File: src/rtl/rv32i_pkg.sv
// Shared RV32I definitions: base opcodes reused by the decoder and the
// hazard scoreboard, plus the register-usage record of one instruction.
package rv32i_pkg;

   localparam logic [6:0] OP_ALU     = 7'b0110011;
   localparam logic [6:0] OP_ALU_IMM = 7'b0010011;
   localparam logic [6:0] OP_LOAD    = 7'b0000011;
   localparam logic [6:0] OP_STORE   = 7'b0100011;
   localparam logic [6:0] OP_BRANCH  = 7'b1100011;
   localparam logic [6:0] OP_JAL     = 7'b1101111;
   localparam logic [6:0] OP_JALR    = 7'b1100111;
   localparam logic [6:0] OP_LUI     = 7'b0110111;
   localparam logic [6:0] OP_AUIPC   = 7'b0010111;
   localparam logic [6:0] OP_SYSTEM  = 7'b1110011;

   // Which architectural operands an opcode reads and whether it writes rd.
   typedef struct packed {
      logic uses_rs1;
      logic uses_rs2;
      logic writes_rd;
   } reg_use_t;

endpackage

File: src/rtl/reg_use_classifier.sv
// Opcode -> register usage. Purely combinational; writes_rd here is the
// opcode class only, the rd != x0 qualification is applied by the caller.
module reg_use_classifier
   import rv32i_pkg::*;
(
   input  logic [6:0] opcode,
   output logic       uses_rs1,
   output logic       uses_rs2,
   output logic       writes_rd
);

   reg_use_t use_s;

   // Decode the opcode into its operand usage; unknown and SYSTEM use nothing.
   always_comb begin
      use_s = '{uses_rs1: 1'b0, uses_rs2: 1'b0, writes_rd: 1'b0};
      case (opcode)
         OP_ALU:     use_s = '{uses_rs1: 1'b1, uses_rs2: 1'b1, writes_rd: 1'b1};
         OP_ALU_IMM: use_s = '{uses_rs1: 1'b1, uses_rs2: 1'b0, writes_rd: 1'b1};
         OP_LOAD:    use_s = '{uses_rs1: 1'b1, uses_rs2: 1'b0, writes_rd: 1'b1};
         OP_JALR:    use_s = '{uses_rs1: 1'b1, uses_rs2: 1'b0, writes_rd: 1'b1};
         OP_STORE:   use_s = '{uses_rs1: 1'b1, uses_rs2: 1'b1, writes_rd: 1'b0};
         OP_BRANCH:  use_s = '{uses_rs1: 1'b1, uses_rs2: 1'b1, writes_rd: 1'b0};
         OP_LUI:     use_s = '{uses_rs1: 1'b0, uses_rs2: 1'b0, writes_rd: 1'b1};
         OP_AUIPC:   use_s = '{uses_rs1: 1'b0, uses_rs2: 1'b0, writes_rd: 1'b1};
         OP_JAL:     use_s = '{uses_rs1: 1'b0, uses_rs2: 1'b0, writes_rd: 1'b1};
         OP_SYSTEM:  use_s = '{uses_rs1: 1'b0, uses_rs2: 1'b0, writes_rd: 1'b0};
         default:    use_s = '{uses_rs1: 1'b0, uses_rs2: 1'b0, writes_rd: 1'b0};
      endcase
   end

   assign uses_rs1  = use_s.uses_rs1;
   assign uses_rs2  = use_s.uses_rs2;
   assign writes_rd = use_s.writes_rd;

endmodule

File: src/rtl/hazard_scoreboard.sv
// Register-hazard scoreboard and issue controller between decode and execute.
// Tracks in-flight register writes, stalls decode on RAW/WAW hazards or when
// the in-flight limit is reached, and clears busy bits on writeback. A register
// retiring this cycle is bypassed so it never causes a hazard.
module hazard_scoreboard
   import rv32i_pkg::*;
#(
   parameter int ADDRW        = 5,
   parameter int MAX_INFLIGHT = 4,
   parameter int CNTW         = $clog2(MAX_INFLIGHT + 1)
) (
   input  logic                  clk,
   input  logic                  rst_n,
   input  logic                  id_valid,
   input  logic [6:0]            id_opcode,
   input  logic [ADDRW-1:0]      id_rs1,
   input  logic [ADDRW-1:0]      id_rs2,
   input  logic [ADDRW-1:0]      id_rd,
   input  logic                  ex_ready,
   input  logic                  wb_valid,
   input  logic [ADDRW-1:0]      wb_rd,
   input  logic                  flush,
   output logic                  issue_valid,
   output logic                  id_stall,
   output logic [2**ADDRW-1:0]   pending,
   output logic [CNTW-1:0]       inflight_cnt
);

   localparam int NREGS = 2**ADDRW;
   localparam logic [NREGS-1:0] BIT0     = {{(NREGS-1){1'b0}}, 1'b1};
   localparam logic [CNTW-1:0]  CNT_FULL = CNTW'(MAX_INFLIGHT);

   logic             uses_rs1_s;
   logic             uses_rs2_s;
   logic             writes_cls_s;
   logic             writes_rd_s;
   logic [NREGS-1:0] wb_onehot_s;
   logic [NREGS-1:0] eff_pending_s;
   logic             wb_dec_s;
   logic [CNTW-1:0]  cnt_after_wb_s;
   logic             full_s;
   logic             hazard_s;
   logic             issue_s;
   logic             stall_s;
   logic [NREGS-1:0] pending_nxt_s;
   logic [CNTW-1:0]  cnt_nxt_s;
   logic [NREGS-1:0] pending_r;
   logic [CNTW-1:0]  cnt_r;

   reg_use_classifier u_classifier (
      .opcode    (id_opcode),
      .uses_rs1  (uses_rs1_s),
      .uses_rs2  (uses_rs2_s),
      .writes_rd (writes_cls_s)
   );

   // Hazard, limit and issue decisions for the instruction sitting in decode.
   always_comb begin
      wb_onehot_s    = '0;
      if (wb_valid) begin
         wb_onehot_s = BIT0 << wb_rd;
      end else begin
         wb_onehot_s = '0;
      end
      eff_pending_s  = pending_r & ~wb_onehot_s;
      // Only a writeback that actually retires a busy register frees a slot;
      // stale writebacks (after flush, or to x0) are ignored.
      wb_dec_s       = wb_valid & pending_r[wb_rd];
      cnt_after_wb_s = cnt_r - {{(CNTW-1){1'b0}}, wb_dec_s};
      full_s         = (cnt_after_wb_s == CNT_FULL);
      writes_rd_s    = writes_cls_s & (id_rd != {ADDRW{1'b0}});
      hazard_s       = (uses_rs1_s & (id_rs1 != {ADDRW{1'b0}}) & eff_pending_s[id_rs1])
                     | (uses_rs2_s & (id_rs2 != {ADDRW{1'b0}}) & eff_pending_s[id_rs2])
                     | (writes_rd_s & eff_pending_s[id_rd]);
      issue_s        = id_valid & ex_ready & ~flush & ~hazard_s & ~(writes_rd_s & full_s);
      stall_s        = id_valid & ~issue_s & ~flush;
   end

   // Next scoreboard state: flush drops everything, otherwise retire then set.
   always_comb begin
      pending_nxt_s = pending_r;
      cnt_nxt_s     = cnt_r;
      if (flush) begin
         pending_nxt_s = '0;
         cnt_nxt_s     = '0;
      end else if (issue_s && writes_rd_s) begin
         // Set wins over a same-cycle writeback of the same rd.
         pending_nxt_s = eff_pending_s | (BIT0 << id_rd);
         cnt_nxt_s     = cnt_after_wb_s + {{(CNTW-1){1'b0}}, 1'b1};
      end else begin
         pending_nxt_s = eff_pending_s;
         cnt_nxt_s     = cnt_after_wb_s;
      end
   end

   // Scoreboard bitmap and in-flight counter registers.
   always_ff @(posedge clk or negedge rst_n) begin
      if (!rst_n) begin
         pending_r <= '0;
         cnt_r     <= '0;
      end else begin
         pending_r <= pending_nxt_s;
         cnt_r     <= cnt_nxt_s;
      end
   end

   assign issue_valid  = issue_s;
   assign id_stall     = stall_s;
   assign pending      = pending_r;
   assign inflight_cnt = cnt_r;

endmodule

File: config.mk
export PLATFORM = sky130hd
export DESIGN_NAME = hazard_scoreboard
export DESIGN_NICKNAME = d
export VERILOG_FILES = /design/src/rtl/rv32i_pkg.sv /design/src/rtl/reg_use_classifier.sv /design/src/rtl/hazard_scoreboard.sv
export SDC_FILE = /design/constraint.sdc
export NUM_CORES = 1
export LEC_CHECK = 0
export ABC_AREA = 0
export CORE_MARGIN = 1.5
export CORE_UTILIZATION = 35
export DETAILED_ROUTE_END_ITERATION = 12
export GPL_TIMING_DRIVEN = 1
export MAX_ROUTING_LAYER = met4
export RECOVER_POWER = 25
export SLEW_MARGIN = 10
export SYNTH_ARGS = -nofsm -noshare
export SYNTH_HDL_FRONTEND = slang
export SYNTH_SLANG_ARGS = --single-unit
export TNS_END_PERCENT = 10
File: constraint.sdc
create_clock -name clk -period 16.15 [get_ports clk]
set_input_delay 2.4225 -clock clk [delete_from_list [all_inputs] [get_ports clk]]
set_output_delay 2.4225 -clock clk [all_outputs]
set_load 0.01 [all_outputs]
# After elaboration in Yosys (flattened, before gate mapping)
# Cells that the tools add are included.
# W data, S select, Z words.
[classes]
n_addsub = 2
order_cmp = 4
n_eq_ne = 10
shifts = 2
muxes = 14
bitwise = 23
reduce_logical = 7
[op_table]
columns = ["op", "count"]
rows = [
  ["$mux W32", 3],
  ["$shl A1 B5 Y32 const A", 2],
  ["$and A32 B32 Y32", 1],
  ["$not A32 Y32", 1],
  ["$or A32 B32 Y32", 1],
  ["$lt A5 B6 Y1 const B", 4],
  ["$eq A7 B6 Y1 const B", 3],
  ["$eq A7 B7 Y1 const B", 3],
  ["$bmux W1 S5", 4],
  ["$reduce_bool A5 Y1", 3],
  ["$and A1 B1 Y1", 14],
  ["$eq A7 B5 Y1 const B", 2],
  ["$pmux W3 S4", 1],
  ["$eq A7 B2 Y1 const B", 1],
  ["$mux W3", 2],
  ["$reduce_or A3 Y1", 2],
  ["$mux W1", 4],
  ["$not A1 Y1", 4],
  ["$add A3 B1 Y3 const B", 1],
  ["$eq A3 B3 Y1 const B", 1],
  ["$sub A3 B1 Y3", 1],
  ["$or A1 B1 Y1", 2],
  ["$reduce_or A2 Y1", 1],
  ["$logic_and A1 B1 Y1", 1],
]
[word_totals]
ff_bits = 35
out_inout_bits = 37
elab_cells = 64

# Longest topological paths before layout
# Gate-level depths: netlist (run 1).
[logic_depth]
ltp_word = 15
mapped_depth = 18
mapped_depth_nobuf = 14

# Cells and area by module
# Synthesis (run 1) repeated with hierarchy kept, for this count alone.
[unflattened]
hier_cells = 453
hier_area_um2 = 3818.7
[by_module_without_submodules]
columns = ["module", "instances", "cells_per_inst", "area_each_um2", "seq_area_each_um2"]
rows = [
  ["hazard_scoreboard", 1, 441, 3733.6, 875.8],
  ["reg_use_classifier", 1, 12, 85.1, 0.0],
]

# Least setup slack after synthesis (run 1)
# Ideal clock, no wire load.
[synth_timing]
path_type = "input to output"
start = "input wb_rd[0]"
end = "output id_stall"
arrival_time_ns = 6.538
t_required_ns = 13.727
slack_ns = 7.190
cell_stages = 17
n_path_buf = 3
cell_sequence = "buf_2 clkbuf_1 clkbuf_1 mux4_2 mux4_1 mux2i_1 nor2b_1 ha_1 ha_1 ha_1 and2_1 or4b_1 a211oi_1 o311ai_1 nand2b_1 and2_1 nor3b_1"
[synth_between]
elab_chain_len = 15
word_cells_on_any_way = 28
cone_classes = "add/sub: 1; eq/ne: 1; shift: 1; mux: 9; bitwise: 16"
[synth_rtl]
columns = ["element", "line", "text"]
rows = [
  ["start, declared", "hazard_scoreboard.sv:21", "input logic [ADDRW-1:0] wb_rd,"],
  ["$shl A1 B5 Y32", "hazard_scoreboard.sv:61", "wb_onehot_s = BIT0 << wb_rd;"],
  ["$mux W32", "hazard_scoreboard.sv:60", "if (wb_valid) begin"],
  ["$not A32 Y32", "hazard_scoreboard.sv:65", "eff_pending_s = pending_r & ~wb_onehot_s;"],
  ["$and A32 B32 Y32", "hazard_scoreboard.sv:65", ""],
  ["$bmux W1 S5, on equally long branches", "hazard_scoreboard.sv:72, hazard_scoreboard.sv:73", ""],
  ["$mux W1, on equally long branches", "hazard_scoreboard.sv:72, hazard_scoreboard.sv:73", ""],
  ["$and A1 B1 Y1, on equally long branches", "hazard_scoreboard.sv:72, hazard_scoreboard.sv:73", ""],
  ["$or A1 B1 Y1", "hazard_scoreboard.sv:73", "| (uses_rs2_s & (id_rs2 != {ADDRW{1'b0}}) & eff_pending_s[id_rs2])"],
  ["$or A1 B1 Y1", "hazard_scoreboard.sv:74", "| (writes_rd_s & eff_pending_s[id_rd]);"],
  ["$not A1 Y1", "hazard_scoreboard.sv:75", "issue_s = id_valid & ex_ready & ~flush & ~hazard_s & ~(writes_rd_s & full_s);"],
  ["$and A1 B1 Y1", "hazard_scoreboard.sv:75", ""],
  ["$and A1 B1 Y1 *", "hazard_scoreboard.sv:75", ""],
  ["via issue_valid", "hazard_scoreboard.sv:23", "output logic issue_valid,"],
  ["$not A1 Y1 *", "hazard_scoreboard.sv:76", "stall_s = id_valid & ~issue_s & ~flush;"],
  ["$and A1 B1 Y1 * (2 in series)", "hazard_scoreboard.sv:76", ""],
  ["end, declared", "hazard_scoreboard.sv:24", "output logic id_stall,"],
]
# The timed path passes the listed nets; every way through them passes the cells marked *. The select of a mux whose other input is x is not followed.

# Worst setup path in the final report (run 1)
[layout_timing]
start = "input wb_rd[0]"
end = "output id_stall"
[layout_between]
elab_chain_len = 15
word_cells_on_any_way = 28
cone_classes = "add/sub: 1; eq/ne: 1; shift: 1; mux: 9; bitwise: 16"
[layout_rtl]
columns = ["element", "line"]
rows = [
  ["$shl A1 B5 Y32", "hazard_scoreboard.sv:61"],
  ["$mux W32", "hazard_scoreboard.sv:60"],
  ["$not A32 Y32", "hazard_scoreboard.sv:65"],
  ["$and A32 B32 Y32", "hazard_scoreboard.sv:65"],
  ["$bmux W1 S5, on equally long branches", "hazard_scoreboard.sv:72, hazard_scoreboard.sv:73"],
  ["$mux W1, on equally long branches", "hazard_scoreboard.sv:72, hazard_scoreboard.sv:73"],
  ["$and A1 B1 Y1, on equally long branches", "hazard_scoreboard.sv:72, hazard_scoreboard.sv:73"],
  ["$or A1 B1 Y1", "hazard_scoreboard.sv:73"],
  ["$or A1 B1 Y1", "hazard_scoreboard.sv:74"],
  ["$not A1 Y1", "hazard_scoreboard.sv:75"],
  ["$and A1 B1 Y1", "hazard_scoreboard.sv:75"],
  ["$and A1 B1 Y1 *", "hazard_scoreboard.sv:75"],
  ["$not A1 Y1 *", "hazard_scoreboard.sv:76"],
  ["$and A1 B1 Y1 * (2 in series)", "hazard_scoreboard.sv:76"],
]
# Every way passes the cells marked *; elsewhere a longest branch is shown, timed or not. The select of a mux whose other input is x is not followed.

==> results by group, run 1 <==
Global route
  • Grt ovf: 0
  • First-pass GRT wire length: ~22 mm
  • GR Util met2: 37.8%
  • GR peak layer: met2
  • Vias in the first global route: 3800
  • Largest net degree at the start of global routing: 37
  • M1 GR Usage: 35.4%
  • Total track usage: about a quarter
  • Initial antenna violation count: 0
  • M3 GR Usage: 5.32%

Synthesis
  • Post-synth EDFFs: 0
  • Synth top cells by count: dfrtp_1 (35), nand2_1 (32), o21ai_0 (30)
  • Synthesis Warnings: 0
  • Ys flop type: dfrtp_1
  • Mapped Cells: 413
  • Post-Syn Area per Cell: 8.87 um^2
  • Syn Std Cell Area: 3660 um^2
  • Sequential area share after synthesis: a little under a quarter
  • Syn nets: 450
  • Yosys top cell by area: dfrtp_1
  • FFs w/ async S/R, synth: 100%
  • #FFs+latches synth: 35
  • Most common cell in the netlist: dfrtp_1
  • Top-area cell type share of the netlist area: 23.9%
  • Synth cell types: 74
  • Ranking of synthesized cells by area: dfrtp_1 (24%), mux4_2 (8.0%), mux2i_1 (6.3%)

Setup path
  • Critical path, cell by cell: clkdlybuf4s50_1, buf_4, mux4_2, mux4_1, mux2i_1, nor2b_1, ha_1, ha_1, ha_1, and2_1, or4b_1, a211oi_1, o311ai_1, nand2b_1, and2_1, nor3b_1, clkdlybuf4s50_1
  • CP Max Fanout: 28
  • Critical Path Slowest Stage Cell: mux4_2
  • Startpoint types: input pin
  • Cell family with most CP delay: buffers and inverters
  • WP data arrival: 7.20 ns
  • Critical path's largest stage delay: 0.55 ns
  • Buf/Inv on CP: 3
  • Crit path required time: 13.73 ns
  • Most used cell, CP: ha_1
  • Crit. End Element: output pin
  • Crit Path Class: in -> out

Cells and area
  • Area Overhead vs Synth: 22.8%
  • # diodes: 0
  • Nets: 498
  • Share of cells above drive strength 1: 9.52%
  • Fill cells: between 1k and 1.5k

Outcome
  • Status: finished, violations left
  • Failing checks: capacitance limit, slew limit

Die
  • Die area: between 10000 and 15000 um^2
  • Initial core utilization: a little over a third
  • Rows: 37
  • IO Pins: 70
  • Core area: 10200 um^2
  • Die width: 105 um
  • Die height: 105 um

Timing
  • Finish-stage setup viols: 0
  • Fmax: 0.104 GHz
  • Slew headroom: -26.7%
  • Final Max Slew Viols: 36
  • Final worst path period share: between 50% and 60%
  • Setup Skew: ~0.012 ns
  • Fin. Hold Viols: 0
  • Final min period: ~9.6 ns
  • RSZ-0062 raised after global routing: false
  • Slew @ Worst Pin: 1.90 ns
  • Post-route setup slack: 6.52 ns
  • Setup TNS: 0 ns

Clock network
  • CTS hold repair buffers: 0
  • CTS-repair resized insts: 0
  • H-tree levels: 2
  • CTS Buf Count: 5
  • Clk root buf: clkbuf_8
  • CTS max path bufs: 2
  • Post-CTS setup buffers: 0
  • Clk_lat worst skew: 0.30 ns
  • CTS tree: built
  • CTS sink count: 35
  • CTS clk-pin slew, worst paths: approximately 0.070 ns

Placement
  • Pre-CTS WS: 6.56 ns
  • Routability-driven placement congestion ratio: 0.971
  • IO buf count: 69
  • DP Wirelength: 10.3 mm

Routing
  • Post-DR wirelength/cell: 23.2 um
  • Pre-Repair DR Iteration Count: 5
  • # DRC: 0
  • Avg Vias per Cell: between 6 and 7
  • Detail Route Antenna Nets: 0
  • DR iter-0 viols: 653
  • Detailed-route via count: about 4.0k
  • Final WL: around 14 mm

Pwr
  • Leakage power: between 1.5 and 2 nW
  • Tot Pwr: 221 uW
  • IR drop worst, VDD: 41.4 uV
  • Power Dens Cells: about 50 nW/um^2

Run
  • Max-Cap Viols: 1

Hold path
  • Worst min-delay path class: reg -> reg
## path summary, 6_finish.rpt
path | startpoint | end | slack, ns | cells past startpoint
setup / recovery | wb_rd[0] | id_stall | 6.52 | 17
hold / removal | pending[4] | pending[4] | 0.68 | 2
setup reg to reg | pending[31] | pending[9] | 11.29 | 14
hold reg to reg | pending[4] | pending[4] | 0.68 | 2
max in group asynchronous | rst_n | pending[24] | 11.86 | 2
min in group asynchronous | rst_n | pending[0] | 3.18 | 2
## layer usage
layer,wire (um),share of wire (%)
met1,5720,41
met3,1540,11
met2,6280,45
met5,0,0
met4,361,2.6
## cell usage in the layout (no fill, tap or decap), types with 7 or more instances in the layout
master and count:
a21oi_1 8, o211ai_1 7, nand2b_1 7, mux2i_1 23
nand2_1 32, a311oi_1 12, inv_1 15, o21ai_0 30
mux4_2 13, nor2_1 18, a31oi_1 8, dfrtp_1 35
nand3_1 22, clkdlybuf4s50_1 68, o32ai_1 24
## metrics by stage
stage          util [%]  hold WS (ns)  cells  area (um^2)
2_1_floorplan         -         0.607    413         3660
3_3_place_gp       42.9         0.673    590         4390
3_5_place_dp       42.9         0.661    590         4390
4_1_cts            44.0         0.682    598         4500
5_1_grt            44.0         0.703    598         4500
6_report           44.0         0.679    598         4500
## tightest hold or removal path: cells and delay by family, from the launching register on
family	cells	cell delay (ns)
DFF	1	0.45
and+or+nand+nor	1	0.11
AOI/OAI and AO/OA	1	0.08
## state kept, by name (all words and copies together), names as in the netlist
signal,count
inflight_cnt,3
pending,32
## power breakdown
part	total [mW]	leakage [nW]	switching [mW]	internal [mW]
registers	0.0877	0.489	0.0000575	0.0877
clock network	0.0822	0.0612	0.0322	0.0499
logic	0.0515	1.10	0.0326	0.0189
## logic make-up (layout without fill, tap and decap cells)
logic type	count (synthesis)	count (layout)	synth area share, %
compound gates	130	130	26.6
xor+xnor	7	7	1.88
fa+ha+maj	4	4	1.37
buf+inv	51	100	6.76
flops	35	35	23.9
mux	44	44	17.1
simple gates	142	142	22.4
## cell type report
type | instances | area (um^2) | share of cell area, %
multi-input combinational | 327 | 2540 | 56.5
sequential | 35 | 876 | 19.5
timing repair buffer | 75 | 732 | 16.3
tap | 136 | 170 | 3.78
clock buffer | 6 | 82.6 | 1.83
inverter | 17 | 63.8 | 1.42
clock inverter | 2 | 35.0 | 0.778
Note: power is estimated with default switching activity, not from simulation.
==> inputs of run 2 (changes only) <==
Clock period 16.15 ns to 8.85 ns, I/O delays scaled along.
==> run 2 against run 1 <==
  * The run still ends with capacitance limit, slew limit left
  * Critical endpoint unchanged
  * Largest cell class unchanged
  * Utilization decreased by 0.39 points
  * Clock-buffer cell count unchanged
  * Design area decreased by 0.89%
  * Register-to-register slack got worse by 7.2 ns
  * Final cell count decreased by 0.17%
  * Largest power group unchanged
  * Non-clock buffer count decreased by 1
  * Clock power increased by 40%
==> results by group, run 2 (synthesized netlist as in run 1, its figures left out) <==
Die
  • IO Pins: 70 (unchanged)
  • Die width: 105 um (unchanged)
  • Die area: 11100 um^2 (unchanged)
  • Initial core utilization: 35.8% (unchanged)
  • Rows: 37 (unchanged)
  • Core area: 10200 um^2 (unchanged)
  • Die height: 105 um (unchanged)

Global route
  • Vias in the first global route: 3805 (+0.13%)
  • Initial antenna violation count: 0 (unchanged)
  • Grt ovf: 0 (unchanged)
  • Largest net degree at the start of global routing: 37 (unchanged)
  • First-pass GRT wire length: 22.2 mm (+2.1%)
  • Total track usage: 26.2% (+0.32 points)

Setup path
  • WP data arrival: 6.45 ns (-0.75 ns)
  • Critical path, cell by cell: clkdlybuf4s50_1, mux4_2, mux4_1, mux2i_1, nor2b_1, ha_1, ha_1, ha_1, and2_1, or4b_1, a211oi_1, o311ai_1, nand2b_1, and2_1, nor3b_1, clkdlybuf4s50_1
  • Crit path required time: 7.52 ns (-6.21 ns)
  • Worst Reg-to-Reg Cells: 14 (unchanged)
  • Startpoint types: input pin
  • Crit Path Class: in -> out
  • RR Endpoint: pending[9]
  • CP Max Fanout: 19 (-32%)
  • Reg-to-reg slack, setup: 4.12 ns (-7.17 ns)
  • Critical Path Slowest Stage Cell: clkdlybuf4s50_1
  • Most used cell, CP: ha_1
  • Crit. End Element: output pin
  • Worst R2R Start: pending[26]
  • Critical path's largest stage delay: 1.13 ns (+0.58 ns)

Routing
  • # DRC: 0 (unchanged)
  • Avg Vias per Cell: 6.81 (+2.4%)
  • Metal2 WL: 6.41 mm (+2.1%)
  • Final WL: 14.2 mm (+2.2%)
  • Pre-Repair DR Iteration Count: 6 (+1)
  • DR iter-0 viols: 740 (+13%)
  • Sum of routed wire segments on met1: 5.84 mm (+2.0%)
  • Uppermost routed layer: met4
  • Detail Route Antenna Nets: 0 (unchanged)
  • Post-DR wirelength/cell: 23.8 um (+2.4%)
  • Met3 routed wirelength: 1.53 mm (-0.59%)
  • Detailed-route via count: 4067 (+2.2%)

Hold path
  • Worst min-delay path class: reg -> reg
  • Hold path depth: 2 (unchanged)
  • Worst Hold Launch: pending[4]
  • WHS Endpoint: pending[4]

Placement
  • IO buf count: 69 (unchanged)
  • DP Wirelength: 10.6 mm (+2.8%)
  • Pre-CTS WS: 1.08 ns (-5.47 ns)
  • Routability-driven placement congestion ratio: 1.00 (+3.4%)

Clock network
  • CTS hold repair buffers: 0 (unchanged)
  • CTS clk-pin slew, worst paths: 0.07 ns (about the same)
  • Post-CTS setup buffers: 0 (unchanged)
  • CTS Buf Count: 5 (unchanged)
  • CTS tree: built
  • Clk_lat worst skew: 0.29 ns (about the same)
  • Clk root buf: clkbuf_8
  • CTS max path bufs: 2 (unchanged)
  • H-tree levels: 2 (unchanged)
  • CTS-repair resized insts: 0 (unchanged)
  • CTS sink count: 35 (unchanged)

Outcome
  • Failing checks: capacitance limit, slew limit
  • Status: finished, violations left

Timing
  • Fin. Hold Viols: 0 (unchanged)
  • Finish-stage setup viols: 0 (unchanged)
  • Final min period: approximately 7.8 ns
  • Slew headroom: -23.8% (+2.9 points)
  • Hold WS: 0.677 ns (-0.00195 ns)
  • Fmax: 0.129 GHz
  • Setup TNS: 0 ns (unchanged)
  • Post-route setup slack: 1.08 ns (-5.45 ns)
  • Final worst path period share: 87.8%
  • RSZ-0062 raised after global routing: false
  • Final Max Slew Viols: 36 (unchanged)
  • Setup Skew: 0.00393 ns (-0.00826 ns)
  • Slew @ Worst Pin: 1.86 ns (-0.0442 ns)

Cells and area
  • Nets: 497 (-0.20%)
  • Area Overhead vs Synth: 21.7%
  • Most frequent cells in the layout: clkdlybuf4s50_1 (68), dfrtp_1 (35), nand2_1 (32), o21ai_0 (30), o32ai_1 (24)
  • Share of cells above drive strength 1: 9.11% (-0.41 points)
  • FF+latch area: 876 um^2 (unchanged)
  • Commonest non-fill, non-tap cell in the layout: clkdlybuf4s50_1
  • Fill cells: 1025 (+0.49%)
  • Multi-input logic area: 2540 um^2 (unchanged)
  • Number of flip-flops in the largest register: 32 (unchanged)
  • # diodes: 0 (unchanged)

Pwr
  • Power Dens Cells: 82.8 nW/um^2 (+68%)
  • Leakage power: 1.63 nW (-1.5%)
  • IR drop worst, VDD: 53.1 uV (+28%)

Run
  • Max-Cap Viols: 1 (unchanged)
run 2: worst max path at each step:
| stage | startpoint | to | cells after the start |
|---|---|---|---|
| 6_report | wb_rd[0] | id_stall | 16 |
| 3_5_place_dp | wb_rd[0] | id_stall | 16 |
| 3_3_place_gp | wb_rd[0] | id_stall | 16 |
| 5_1_grt | wb_rd[0] | id_stall | 16 |
| 2_1_floorplan | wb_rd[0] | id_stall | 17 |
| 4_1_cts | wb_rd[0] | id_stall | 16 |
run 2: cell type report:
class | count | area share [%]
Multi-Input combinational cell | 327 | 57.0
Inverter | 17 | 1.43
Tap cell | 136 | 3.81
Sequential cell | 35 | 19.6
Clock buffer | 6 | 1.63
Timing Repair Buffer | 74 | 16.2
Clock inverter | 2 | 0.281
run 2: report_power, final:
group | switching (mW) | internal (mW) | total, mW | leakage (nW)
Clock | 0.0596 | 0.0550 | 0.115 | 0.0412
Combinational | 0.0604 | 0.0344 | 0.0948 | 1.10
Sequential | 0.000106 | 0.160 | 0.160 | 0.489
Total | 0.120 | 0.249 | 0.369 | 1.63
run 2: critical path: cells and delay by family:
kind            cells  cell delay (ns)
fa+ha+maj           3             0.69
compound gates      2             0.36
simple gates        6             1.11
mux                 3             1.30
buf+inv             2             1.62
run 2: per-stage QoR:
stage | cells | power (mW) | cell area (um^2) | utilization [%]
after floorplan | 413 | 0.219 | 3660 | -
after global placement | 589 | 0.255 | 4380 | 42.8
after detailed placement | 589 | 0.256 | 4380 | 42.8
after CTS | 597 | 0.371 | 4460 | 43.6
after global routing | 597 | 0.386 | 4460 | 43.6
final | 597 | 0.369 | 4460 | 43.6
run 2: routing by layer:
layer  GRT usage, %  up-vias
met5              -        -
met1           36.6     1971
met3           4.76       42
li1               -     1753
met2           38.0      301
met4           8.71        0
